**src/rtl/bus_pkg.sv**
```systemverilog
// Shared types for the 2-initiator bus ownership scheduler.
//   init_sel_t    : initiator select code, used for sel, split_owner and rr_last
//   sched_state_t : ownership FSM state
package bus_pkg;

    typedef enum logic [1:0] {
        INIT_NONE = 2'b00,
        INIT_1    = 2'b01,
        INIT_2    = 2'b10
    } init_sel_t;

    typedef enum logic [1:0] {
        IDLE      = 2'b00,
        GNT_I1    = 2'b01,
        GNT_I2    = 2'b10,
        GNT_SPLIT = 2'b11
    } sched_state_t;

endpackage

```
**src/rtl/bus_sched_watchdog.sv**
```systemverilog
// Hung-owner watchdog: counts owned cycles and flags expiry once the current
// owner has held the bus for TIMEOUT_CYCLES cycles.
//   clk, rst   : bus clock, async active-high reset
//   start_i    : bus is being granted this cycle (clears the count)
//   owned_i    : some agent owns the bus this cycle
//   expire_o   : current owner has used its last allowed cycle
module bus_sched_watchdog #(
    parameter int unsigned TIMEOUT_CYCLES = 64,
    parameter int unsigned CNT_W          = $clog2(TIMEOUT_CYCLES + 1)
) (
    input  logic clk,
    input  logic rst,
    input  logic start_i,
    input  logic owned_i,
    output logic expire_o
);

    logic [CNT_W-1:0] cnt_q;
    logic [CNT_W-1:0] cnt_d;

    // Count is 0 in the first owned cycle, so expiry lands on the last one.
    assign expire_o = owned_i && (cnt_q == CNT_W'(TIMEOUT_CYCLES - 1));

    always_comb begin
        cnt_d = cnt_q;
        if (start_i) begin
            cnt_d = '0;
        end else if (owned_i && !expire_o) begin
            cnt_d = cnt_q + 1'b1;
        end
    end

    always_ff @(posedge clk or posedge rst) begin
        if (rst) begin
            cnt_q <= '0;
        end else begin
            cnt_q <= cnt_d;
        end
    end

endmodule

```
**src/rtl/bus_scheduler.sv**
```systemverilog
// Split-aware bus ownership scheduler for the 2-initiator serial bus.
// Round-robin between initiators, priority for split-target responses, parks an
// initiator whose transaction was split. Optional hung-owner watchdog when
// BUS_SCHED_WATCHDOG_EN is defined.
// Ports:
//   clk, rst             : bus clock, async active-high reset
//   req_i_1, req_i_2     : initiator requests, held for the whole transaction
//   req_split            : split target wants the bus to return deferred data
//   split_ack            : target deferred the current initiator's transaction
//   split_done           : target's final ack of the deferred response
//   grant_i_1/_i_2/split : registered one-hot ownership
//   sel                  : owning initiator, INIT_NONE otherwise
//   split_owner          : parked initiator awaiting split data
//   timeout              : one-cycle pulse on watchdog forced release
//
// state     | meaning
// IDLE      | nobody owns the bus; arbitration happens here
// GNT_I1    | initiator 1 owns the bus
// GNT_I2    | initiator 2 owns the bus
// GNT_SPLIT | split target owns the bus to return deferred data
module bus_scheduler
    import bus_pkg::*;
#(
    parameter int unsigned TIMEOUT_CYCLES = 64,
    parameter int unsigned CNT_W          = $clog2(TIMEOUT_CYCLES + 1)
) (
    input  logic      clk,
    input  logic      rst,
    input  logic      req_i_1,
    input  logic      req_i_2,
    input  logic      req_split,
    input  logic      split_ack,
    input  logic      split_done,
    output logic      grant_i_1,
    output logic      grant_i_2,
    output logic      grant_split,
    output init_sel_t sel,
    output init_sel_t split_owner,
    output logic      timeout
);

    sched_state_t state_q, state_d;
    init_sel_t    rr_last_q, rr_last_d;
    init_sel_t    split_owner_q, split_owner_d;
    init_sel_t    sel_q;
    logic         grant_i_1_q, grant_i_2_q, grant_split_q;
    logic         timeout_q, timeout_d;
    logic         elig_1, elig_2;
    logic         owner_req;
    init_sel_t    owner;
    logic         ack_taken;
    logic         wd_expire;

`ifdef BUS_SCHED_WATCHDOG_EN
    bus_sched_watchdog #(
        .TIMEOUT_CYCLES (TIMEOUT_CYCLES),
        .CNT_W          (CNT_W)
    ) u_watchdog (
        .clk      (clk),
        .rst      (rst),
        .start_i  ((state_q == IDLE) && (state_d != IDLE)),
        .owned_i  (state_q != IDLE),
        .expire_o (wd_expire)
    );
`else
    assign wd_expire = 1'b0;

    // Keeps the watchdog parameters referenced when the counter is compiled out.
    logic [CNT_W-1:0] unused_cnt_w;
    assign unused_cnt_w = '0;
`endif

    assign elig_1 = req_i_1 && (split_owner_q != INIT_1);
    assign elig_2 = req_i_2 && (split_owner_q != INIT_2);

    always_comb begin
        state_d       = state_q;
        rr_last_d     = rr_last_q;
        split_owner_d = split_owner_q;
        timeout_d     = 1'b0;
        ack_taken     = 1'b0;
        owner         = (state_q == GNT_I1) ? INIT_1 : INIT_2;
        owner_req     = (state_q == GNT_I1) ? req_i_1 : req_i_2;

        case (state_q)
            IDLE: begin
                if (req_split) begin
                    state_d = GNT_SPLIT;
                end else if (elig_1 && elig_2) begin
                    state_d = (rr_last_q == INIT_1) ? GNT_I2 : GNT_I1;
                end else if (elig_1) begin
                    state_d = GNT_I1;
                end else if (elig_2) begin
                    state_d = GNT_I2;
                end
            end
            GNT_I1, GNT_I2: begin
                // A split parks the initiator even if it drops its request together.
                if (split_ack) begin
                    state_d       = IDLE;
                    split_owner_d = owner;
                    rr_last_d     = owner;
                    ack_taken     = 1'b1;
                end else if (!owner_req) begin
                    state_d   = IDLE;
                    rr_last_d = owner;
                end else if (wd_expire) begin
                    state_d   = IDLE;
                    rr_last_d = owner;
                    timeout_d = 1'b1;
                end
            end
            GNT_SPLIT: begin
                if (split_done) begin
                    split_owner_d = INIT_NONE;
                end
                if (!req_split) begin
                    state_d = IDLE;
                end else if (wd_expire) begin
                    state_d       = IDLE;
                    split_owner_d = INIT_NONE;
                    timeout_d     = 1'b1;
                end
            end
            default: state_d = IDLE;
        endcase
    end

    always_ff @(posedge clk or posedge rst) begin
        if (rst) begin
            state_q       <= IDLE;
            rr_last_q     <= INIT_2;
            split_owner_q <= INIT_NONE;
            sel_q         <= INIT_NONE;
            grant_i_1_q   <= 1'b0;
            grant_i_2_q   <= 1'b0;
            grant_split_q <= 1'b0;
            timeout_q     <= 1'b0;
        end else begin
            state_q       <= state_d;
            rr_last_q     <= rr_last_d;
            split_owner_q <= split_owner_d;
            grant_i_1_q   <= (state_d == GNT_I1);
            grant_i_2_q   <= (state_d == GNT_I2);
            grant_split_q <= (state_d == GNT_SPLIT);
            sel_q         <= (state_d == GNT_I1) ? INIT_1 :
                             (state_d == GNT_I2) ? INIT_2 : INIT_NONE;
            timeout_q     <= timeout_d;
        end
    end

    // A new split while another initiator is still parked loses the old owner.
    split_overwrite_a: assert property (@(posedge clk) disable iff (rst)
        ack_taken |-> (split_owner_q == INIT_NONE));

    assign grant_i_1   = grant_i_1_q;
    assign grant_i_2   = grant_i_2_q;
    assign grant_split = grant_split_q;
    assign sel         = sel_q;
    assign split_owner = split_owner_q;
    assign timeout     = timeout_q;

endmodule

```
**config.mk**
```make
export PLATFORM = sky130hd
export DESIGN_NAME = bus_scheduler
export DESIGN_NICKNAME = d
export VERILOG_FILES = /design/src/rtl/bus_pkg.sv /design/src/rtl/bus_sched_watchdog.sv /design/src/rtl/bus_scheduler.sv
export SDC_FILE = /design/constraint.sdc
export NUM_CORES = 1
export LEC_CHECK = 0
export BUFFER_PORTS_ARGS = -buffer_cell sky130_fd_sc_hd__buf_2
export CAP_MARGIN = 25
export CORE_AREA = 2 2 39 41
export DETAILED_ROUTE_END_ITERATION = 10
export DIE_AREA = 0 0 41 43
export PLACE_DENSITY = 0.69
export SYNTH_ARGS = -nofsm -noshare
export SYNTH_HDL_FRONTEND = slang
export SYNTH_SLANG_ARGS = --single-unit
```
**constraint.sdc**
```tcl
create_clock -name clk -period 4.1 [get_ports clk]
set_input_delay 0.41 -clock clk [delete_from_list [all_inputs] [get_ports clk]]
set_output_delay 0.41 -clock clk [all_outputs]
set_load 0.02 [all_outputs]
```
# After elaboration in Yosys (flattened, before gate mapping)
# Cells that the tools add are included.
# classes
n_reduce_logical	8
n_mux	18
n_eq_ne	12
# op_table
operator	n
2-bit 2-to-1 mux	15
2-bit == test, second input constant	4
2-bit != test, second input constant	4
2-bit by 1-bit == test with 1-bit output, second input constant	3
2-bit case mux with 3 select lines	1
2-bit case mux with 2 select lines	1
1-bit logical AND	3
3-bit AND reduction	1
2-bit logical NOT	1
2-bit by 1-bit != test with 1-bit output, second input constant	1
2-bit AND reduction	1
2-bit nonzero test	1
2-bit OR reduction	1
1-bit 2-to-1 mux	1
# word_totals
word_cells	45
ff_bits	11

# Depth between registers and ports, before layout
# Gate-level depths: netlist of the first run.
# depth
ltp_word	10
ltp_mapped	6

# Least setup slack after synthesis of the first run
# Ideal clock, no wire load.
# synth_path
kind	register to register
start	register state_q[0]
end	register grant_split_q (netlist: grant_split)
path_stages_with_launch	7
period_less_slack_ns	1.566
arrival_time_ns	1.486
n_path_buf	0
path_slack_ns	2.534
cell_sequence	dfrtp_1 inv_1 ha_1 nand2b_2 o31ai_2 a21oi_1 nor3b_2
# synth_between
elab_chain_len	6
elab_cells_between_ends	15
# synth_rtl
item	line	rtl
start: declaration	bus_scheduler.sv:42	sched_state_t state_q, state_d;
start signal: assignment	bus_scheduler.sv:140	state_q <= state_d;
2-bit by 1-bit == test with 1-bit output or 2-bit 2-to-1 mux (tied branches)	bus_scheduler.sv:83, bus_scheduler.sv:85, bus_scheduler.sv:93	
1-bit 2-to-1 mux or 2-bit 2-to-1 mux (tied branches)	bus_scheduler.sv:83, bus_scheduler.sv:91	
2-bit 2-to-1 mux, on equally long branches	bus_scheduler.sv:104, bus_scheduler.sv:89	
2-bit 2-to-1 mux, on equally long branches	bus_scheduler.sv:99, bus_scheduler.sv:87	
2-bit case mux with 3 select lines (*)	bus_scheduler.sv:85	case (state_q)
2-bit == test (*)	bus_scheduler.sv:145	grant_split_q <= (state_d == GNT_SPLIT);
end signal: assignment	bus_scheduler.sv:145	
end: declaration	bus_scheduler.sv:46	logic grant_i_1_q, grant_i_2_q, grant_split_q;
# Mark *: on every way between the ends. The rest lies on a longest branch, timed or not.
# A chain may end at the register's enable or synchronous reset.

# Worst setup path after layout of the first run
# Same ends and word-level chain as after synthesis.

==> flow_summary.yaml, run 1 <==
yosys:
  post-synth-top-count-cell: "a21oi_1"
  synth_area_leaders: "dfrtp_1 31%, a21oi_1 7.7%, ha_1 7.7%, o21ai_0 4.6%, dfstp_2 4.1%"
  synth_cell_type_count: 31
  synth-async-reset-ratio_pct: 100
  ys.flop_type: "dfrtp_1"
  synth_cells: 72
  synth-edff-count: 0
  syn_area_per_cell_sq_um: 9.00
  yosys.area.top_type_share_pct: 30.9
  synth_area_sq_um: 648
  synth_top_cell_by_area: "dfrtp_1"
  ys_ff_latch: 9
  yosysSeqAreaShare_pct: 34.9
  ys_top_cells_by_count: "10 x a21oi_1, 8 x dfrtp_1, 7 x inv_1, 6 x o21ai_0, 5 x nand2_1"
  syn_nets: 83
  yosys_warnings: 0
floorplan:
  die_x_microns: 41
  chipHeight_microns: 43
  core_sq_um: 1380
  io_pins: 15
  row_count: 14
  initial_core_util_pct: 46.8
  die_area_sq_um: 1760
route:
  route.detailed.drc: 0
  drtPass1Iterations: 4
  avgRoutedWirePerCell_microns: 12.0
  num_vias: 544
  viasPerCell: 5.33
  drtAntennaViolNets: 0
  drt-total-wl_microns: 1230
  drt_iter0_drc: 16
clocking:
  clock_latency_ns: 0.27
  cts_made_buffers: 3
  ctsLongestPathBuffers: 2
  cts_setup_buffers: 0
  cts_resized: 0
  htreeDepth: 1
  cts_tree: "built"
  clk_pin_slew_worst_paths_ns: 0.07
  cts_hold_buf: 0
  cts-root-buf: "clkbuf_4"
  cts.sinks: 9
sta:
  setup_slack_ns: 2.33
  tns_ns: 0
  final_max_slew_viol_count: 0
  clock_skew_ns: 0.00589
  rsz0062_at_grt: "no"
  hold_viol_final: 0
  period_share_pct: 43.1
  setup_violations: 0
  finalCriticalPeriod_ns: 1.77
  max_freq_mhz: 565
final_layout:
  area_delta_synth_final_pct: 13.7
  fin_nets: 98
  layout-drive-gt1-share_pct: 32.6
  fillers: 136
  insertedDiodeCount: 0
  final_area_sq_um: 737
power_and_ir_drop:
  ir_drop_uv: 427
  powerDensity_nw_per_um2: 737
  leakage_uw: 0.000358
global_routing:
  gr-total-overflow: 0
  grt.total_usage_pct: 17.3
  antenna_found_initial: 0
  grt_pass1_wl_microns: 2060
  grt_max_degree: 10
  grt_pass1_vias: 468
placed_design:
  post-place-ws_ns: 2.35
  place.gp.congestion: 0.860
  place_hpwl_microns: 988
  placed_cell_area_sq_um: 711
  port_buffers: 13
worst_setup_path:
  cp_max_fo: 7
  path_class: "reg -> reg"
  regToRegSetupSlack_ns: 2.33
  worstPathArrival_ns: 1.96
  cp_data_required_time_ns: 4.29
  end_kind: "register"
  worstSetupStartpointType: "register"
worst_hold_path:
  hp-class: "in -> async"
job:
  drv_cap: 0
status:
  status: "complete, no violations"
==> cell families (layout without fill, tap and decap cells) <==
group	Yosys count	in the layout	synth area share [%]
other	1	1	0.579
DFF	9	9	34.9
AOI/OAI and AO/OA	25	25	25.9
adders and majority gates	4	4	7.72
buffers and inverters	11	25	8.11
muxes	1	1	1.54
and+or+nand+nor	21	21	21.2
==> layer usage <==
metal  wire length, microns  share of wire (%)  vias up  GRT usage, %
met1                    570                 47      253          24.0
met2                    597                 49       14          23.1
met4                     14                1.1        0          10.0
met3                     43                3.5        2          4.71
li1                       -                  -      275             -
met5                      0                  0        -             0
==> state kept, by name (all words and copies together) (netlist names) <==
| name | flops |
|---|---|
| split_owner | 2 |
| grant_split | 1 |
| sel | 2 |
| rr_last_q | 2 |
| state_q | 2 |
==> through the flow <==
stage	hold slack [ns]	power, uW	std cells	utilization [%]
after floorplan	0.237	407	72	-
after global routing	0.132	594	102	53.3
final	0.0904	543	102	53.3
after detailed placement	0.394	471	98	51.4
after CTS	0.110	543	102	53.3
after global placement	0.395	468	98	51.4
==> final cells by class <==
cell class | instances | area (sq um) | area share, %
multi-input cells | 52 | 369 | 50.1
flip-flops and latches | 9 | 226 | 30.7
repair buffers | 13 | 65.1 | 8.83
inverters | 8 | 30.0 | 4.07
clock buffers | 4 | 26.3 | 3.57
well taps | 16 | 20.0 | 2.72
==> cell usage in the layout, fill, tap and decap left out, types with 2 or more instances in the layout <==
cell	count
nand3_1	2
dfrtp_1	8
buf_2	13
o21ai_2	2
ha_1	4
o21ai_0	6
nand2_1	5
a21oi_1	10
nor2_1	4
inv_1	7
clkbuf_4	3
==> critical path: stages, from the launching register on <==
cell	delay, ns
dfrtp_1	0.45
inv_1	0.12
ha_1	0.41
nand2b_2	0.12
o31ai_2	0.31
a21oi_1	0.13
nor3b_2	0.15
==> worst paths after layout <==
kind | from | to | cells after the start
max | state_q[0]$_DFF_PP0_ | grant_split$_DFF_PP0_ | 6
min | rst | rr_last_q[0]$_DFFE_PP0P_ | 2
max reg2reg | state_q[0]$_DFF_PP0_ | grant_split$_DFF_PP0_ | 6
min reg2reg | rr_last_q[1]$_DFFE_PP1P_ | rr_last_q[1]$_DFFE_PP1P_ | 2
max in group asynchronous | rst | rr_last_q[1]$_DFFE_PP1P_ | 2
min in group clk | split_done | split_owner[1]$_DFFE_PP0P_ | 4
==> report_power, final <==
group / total [uW] / internal (uW) / switching [uW]
clock network: 71.1 / 37.6 / 33.5
logic: 309 / 123 / 186
registers: 163 / 127 / 36.3
total: 543 / 287 / 256
No activity file was read; power rests on OpenSTA's default activity.
==> inputs of run 2 (changes only) <==
--- a/config.mk
+++ b/config.mk
@@ -7,10 +7,9 @@
 export LEC_CHECK = 0
 export BUFFER_PORTS_ARGS = -buffer_cell sky130_fd_sc_hd__buf_2
 export CAP_MARGIN = 25
-export CORE_AREA = 2 2 39 41
+export CORE_UTILIZATION = 50
 export DETAILED_ROUTE_END_ITERATION = 10
-export DIE_AREA = 0 0 41 43
-export PLACE_DENSITY = 0.69
+export PLACE_DENSITY = 0.71
 export SYNTH_ARGS = -nofsm -noshare
 export SYNTH_HDL_FRONTEND = slang
 export SYNTH_SLANG_ARGS = --single-unit
==> constraint.sdc (replaced) <==
create_clock -name clk -period 1.7 [get_ports clk]
set_input_delay 0.17 -clock clk [delete_from_list [all_inputs] [get_ports clk]]
set_output_delay 0.17 -clock clk [all_outputs]
set_load 0.02 [all_outputs]
==> run 2 against run 1 <==
First-iteration DRC count down 25%; hold slack better by 0.21 ns; combinational power rose to 2.7 times the previous value; register-to-register slack lost 2.2 ns; largest power group unchanged; clock skew fell by 0.0035 ns; highest routed layer is now met3; critical endpoint unchanged; clock power increased by 140%.
==> flow_summary.yaml, run 2 (synthesis results as in run 1) <==
route:
  route.detailed.drc: 0
  drt_iter0_drc: 12
  num_vias: 560
  viasPerCell: 5.33
  drt-total-wl_microns: 1300
  drtPass1Iterations: 4
  drtAntennaViolNets: 0
  avgRoutedWirePerCell_microns: 12.4
clocking:
  clock_latency_ns: 0.26
  cts-root-buf: "clkbuf_4"
  htreeDepth: 1
  cts.sinks: 9
  ctsLongestPathBuffers: 2
  clk_pin_slew_worst_paths_ns: 0.06
  cts_tree: "built"
  cts_resized: 0
  cts_made_buffers: 3
final_layout:
  layout-drive-gt1-share_pct: 35.2
  area_delta_synth_final_pct: 19.5
  final_common_cell: "buf_2"
  final_util_pct: 67.0
  layout_common_cells: "13 x buf_2, 10 x a21oi_1, 8 x dfrtp_1"
  insertedDiodeCount: 0
  fin_nets: 103
worst_setup_path:
  path_class: "reg -> reg"
  worstSetupStartpointType: "register"
  path_cells: "inv_1 > ha_1 > nand2b_2 > o31ai_2 > a21oi_1 > nor3b_2"
  r2r-start: "state_q[1]$_DFF_PP0_"
  worstPathArrival_ns: 1.80
  cp_data_required_time_ns: 1.89
  worst_r2r_path_depth: 6
  cp_max_fo: 5
  end_kind: "register"
  crit_slowest_cell: "dfrtp_1"
  regToRegEndpoint: "grant_split$_DFF_PP0_"
  regToRegSetupSlack_ns: 0.09
  max_stage_delay_ns: 0.40
global_routing:
  grt_pass1_vias: 520
  gr-total-overflow: 0
  grt_max_degree: 10
  grt_pass1_wl_microns: 2160
  grt.total_usage_pct: 21.7
  antenna_found_initial: 0
worst_hold_path:
  hp-start: "split_done"
  holdPathStages: 4
  hp-class: "in -> reg"
  hold_end: "split_owner[1]$_DFFE_PP0P_"
floorplan:
  initial_core_util_pct: 56.1
  chipHeight_microns: 38.0
  die_area_sq_um: 1440
  io_pins: 15
  die_x_microns: 38.0
  row_count: 12
  core_sq_um: 1160
job:
  drv_cap: 0
placed_design:
  place_hpwl_microns: 1050
  place.gp.congestion: 0.825
  post-place-ws_ns: 0.0889
  port_buffers: 13
sta:
  max_freq_mhz: 621
  rsz0062_at_grt: "yes"
  clock_skew_ns: 0.00241
  setup_slack_ns: 0.0900
  setup_violations: 0
  final_max_slew_viol_count: 0
  period_share_pct: 94.7
  finalCriticalPeriod_ns: 1.61
  holdWs_ns: 0.304
  hold_viol_final: 0
power_and_ir_drop:
  ir_drop_uv: 860
  leakage_uw: 0.000382
  power_uw: 1390
  powerDensity_nw_per_um2: 1800
status:
  status: "complete, no violations"
[run 2: cell types whose count changed in the layout (fill, tap and decap cells not counted)]
| cell | previous run | this run |
|---|---|---|
| buf_4 | 0 | 4 |
| dlygate4sd3_1 | 0 | 1 |
[run 2: layer usage]
layer / up-vias / wire [microns] / GRT usage (%)
met1: 256 / 624 / 29.6
met2: 18 / 613 / 34.5
met4: 0 / 0 / 8.04
li1: 286 / - / -
met5: - / 0 / 0
met3: 0 / 60 / 3.49
[run 2: metrics by stage]
stage                     setup TNS, ns  area (sq um)  cells
after detailed placement              0           738    100
after global routing            -0.0596           774    105
after floorplan                       0           648     72
after CTS                             0           774    105
final                                 0           774    105
after global placement                0           738    100
[run 2: power by group]
part / switching, uW / total [uW] / internal (uW) / leakage [uW]
combinational: 483 / 844 / 361 / 0.000254
sequential: 76.6 / 383 / 306 / 0.000113
clock: 77.5 / 168 / 90.6 / 0.0000150
[run 2: cell type report]
cell class                 count  area (sq um)
clock buffer                   4          26.3
multi-input combinational     52           369
tap                           14          17.5
fill                         100           382
inverter                       8          30.0
sequential                     9           226
timing repair buffer          18           105
[run 2: worst max-delay path by stage]
stage                     slack [ns]                    end  depth (start not counted)            startpoint
after floorplan                 0.13  grant_split$_DFF_PP0_                          6  state_q[0]$_DFF_PP0_
after global placement          0.08  grant_split$_DFF_PP0_                          6  state_q[0]$_DFF_PP0_
after detailed placement        0.09  grant_split$_DFF_PP0_                          6  state_q[0]$_DFF_PP0_
after CTS                       0.07  grant_split$_DFF_PP0_                          6  state_q[0]$_DFF_PP0_
after global routing           -0.06  grant_split$_DFF_PP0_                          6  state_q[1]$_DFF_PP0_
final                           0.09  grant_split$_DFF_PP0_                          6  state_q[1]$_DFF_PP0_
[run 2: worst max-delay path: cells and delay by family, from the launching register on]
kind / cells / cell delay, ns
adders and majority gates: 1 / 0.32
DFF: 1 / 0.40
and+or+nand+nor: 2 / 0.25
AOI/OAI and AO/OA: 2 / 0.46
buffers and inverters: 1 / 0.11
[run 2: what timing repair did]
item / in CTS / in global routing
setup buffers: 0 / 0
endpoints found under the setup margin: 0 / 1
endpoints found under the hold margin: 8 / 0
hold buffers: 1 / 0
==> inputs of run 3 (changes only) <==
--- a/config.mk
+++ b/config.mk
@@ -7,6 +7,7 @@
 export LEC_CHECK = 0
 export BUFFER_PORTS_ARGS = -buffer_cell sky130_fd_sc_hd__buf_2
 export CAP_MARGIN = 25
+export CORE_MARGIN = 5
 export CORE_UTILIZATION = 50
 export DETAILED_ROUTE_END_ITERATION = 10
 export PLACE_DENSITY = 0.71
==> run 3 against run 2 <==
Maximum frequency is 1.7% higher; routed wire length is 10% higher; global-route usage is 6.5 points lower; design area is 0.16% higher; clock power hardly changed; first-iteration DRC count is 25% lower; combinational power is 1% higher; largest power group unchanged.
==> flow_summary.yaml, run 3 (synthesis results as in run 1) <==
clocking:
  clock_latency_ns: 0.26
  cts_made_buffers: 3
  cts.sinks: 9
  htreeDepth: 1
  cts_setup_buffers: 0
  cts-root-buf: "clkbuf_4"
  ctsLongestPathBuffers: 2
  cts_tree: "built"
  clk_pin_slew_worst_paths_ns: 0.06
route:
  route.detailed.drc: 0
  num_vias: 561
  drtPass1Iterations: 4
  drt-total-wl_microns: 1430
  drt_iter0_drc: 9
  viasPerCell: 5.34
  drtAntennaViolNets: 0
  avgRoutedWirePerCell_microns: 13.6
final_layout:
  fin_nets: 102
  final_util_pct: 61.1
  area_delta_synth_final_pct: 19.7
  fillers: 121
  insertedDiodeCount: 0
  layout_common_cells: "13 x buf_2, 10 x a21oi_1, 7 x inv_1, 7 x dfrtp_1, 6 x o21ai_0"
  final_common_cell: "buf_2"
  layout-drive-gt1-share_pct: 37.8
placed_design:
  port_buffers: 13
  post-place-ws_ns: 0.0735
  place_hpwl_microns: 1110
  place.gp.congestion: 0.847
sta:
  tns_ns: 0
  clock_skew_ns: 0.00215
  hold_viol_final: 0
  period_share_pct: 93.1
  finalCriticalPeriod_ns: 1.58
  final_max_slew_viol_count: 0
  max_freq_mhz: 632
  rsz0062_at_grt: "no"
  setup_slack_ns: 0.117
  setup_violations: 0
worst_setup_path:
  path_class: "reg -> reg"
  crit_slowest_cell: "dfrtp_2"
  worstPathArrival_ns: 1.77
  path_cells: "inv_1 > ha_2 > nand2b_2 > o31ai_2 > a21oi_1 > nor3b_2"
  max_stage_delay_ns: 0.41
  regToRegSetupSlack_ns: 0.12
  cp_data_required_time_ns: 1.89
  worstSetupStartpointType: "register"
  cp_max_fo: 7
  regToRegEndpoint: "grant_split$_DFF_PP0_"
  r2r-start: "state_q[0]$_DFF_PP0_"
  end_kind: "register"
  worst_r2r_path_depth: 6
global_routing:
  grt_use_met3_pct: 1.19
  gr-usage-met2_pct: 23.1
  grt_pass1_vias: 506
  grt_use_met1_pct: 20.3
  grt.total_usage_pct: 15.2
  gr-total-overflow: 0
  grt_max_degree: 10
  busiest_layer: "met2"
  grt_pass1_wl_microns: 2240
  antenna_found_initial: 0
worst_hold_path:
  hp-start: "split_done"
  hold_end: "split_owner[1]$_DFFE_PP0P_"
  hp-class: "in -> reg"
  holdPathStages: 4
power_and_ir_drop:
  power_uw: 1410
  p_switching_uw: 646
  p_clk_share_pct: 12.0
  powerDensity_nw_per_um2: 1810
  power_frac_comb_pct: 60.8
  internal_power_uw: 760
  pwr-share-seq_pct: 27.3
  ir_drop_uv: 891
  swShare_pct: 45.9
  leakage_uw: 0.000375
floorplan:
  die_area_sq_um: 2120
  core_sq_um: 1270
  row_count: 13
  initial_core_util_pct: 51.1
  chipHeight_microns: 46.0
  io_pins: 15
  die_x_microns: 46.0
status:
  status: "complete, no violations"
job:
  drv_cap: 0
## run 3: cell type report
cell class                      instances  area, sq um  area share, %
Multi-Input combinational cell         52          375           48.4
Sequential cell                         9          228           29.4
Timing Repair Buffer                   17         97.6           12.6
Tap cell                               15         18.8           2.42
Clock buffer                            4         26.3           3.39
Inverter                                8         30.0           3.87
## run 3: repair_timing
| item | 4_1_cts | 5_1_grt |
|---|---|---|
| gates resized for setup | 0 | 3 |
| endpoints found under the setup margin | 0 | 4 |
| hold buffers | 1 | 0 |
| hold endpoints to repair | 8 | 0 |
## run 3: worst max-delay path by stage
stage                    startpoint                     to  slack [ns]  cells after the start
3_5_place_dp   state_q[0]$_DFF_PP0_  grant_split$_DFF_PP0_        0.07                      6
2_1_floorplan  state_q[0]$_DFF_PP0_  grant_split$_DFF_PP0_        0.13                      6
5_1_grt        state_q[1]$_DFF_PP0_       sel[1]$_DFF_PP0_       0.007                      6
6_report       state_q[0]$_DFF_PP0_  grant_split$_DFF_PP0_        0.12                      6
3_3_place_gp   state_q[0]$_DFF_PP0_  grant_split$_DFF_PP0_        0.14                      6
4_1_cts        state_q[0]$_DFF_PP0_  grant_split$_DFF_PP0_        0.07                      6
## run 3: routing by layer
layer,part of all wire [%],wire [microns]
met5,0,0
met4,2.2,31
met3,2.7,38
met2,48,685
met1,47,671
## run 3: power by group through the flow
stage | logic, uW | registers [uW] | clock network [uW]
floorplan | 547 | 435 | 0
global placement | 813 | 380 | 0
detailed placement | 831 | 387 | 0
CTS | 838 | 382 | 173
global route | 937 | 397 | 186
finish | 854 | 383 | 168
## run 3: per-stage QoR
stage / instances / cell area, sq um / hold slack [ns]
finish: 105 / 776 / 0.285
detailed placement: 100 / 732 / 0.163
CTS: 105 / 768 / 0.281
global placement: 100 / 732 / 0.158
floorplan: 72 / 648 / -0.00280
global route: 105 / 776 / 0.328
## run 3: worst max-delay path: cells and delay by family (launching register included)
kind	cells	cell delay [ns]
AO/OA/AOI/OAI	2	0.43
flip-flops	1	0.41
adder cells (fa/ha/maj)	1	0.34
AND/OR/NAND/NOR	2	0.23
buffers and inverters	1	0.10
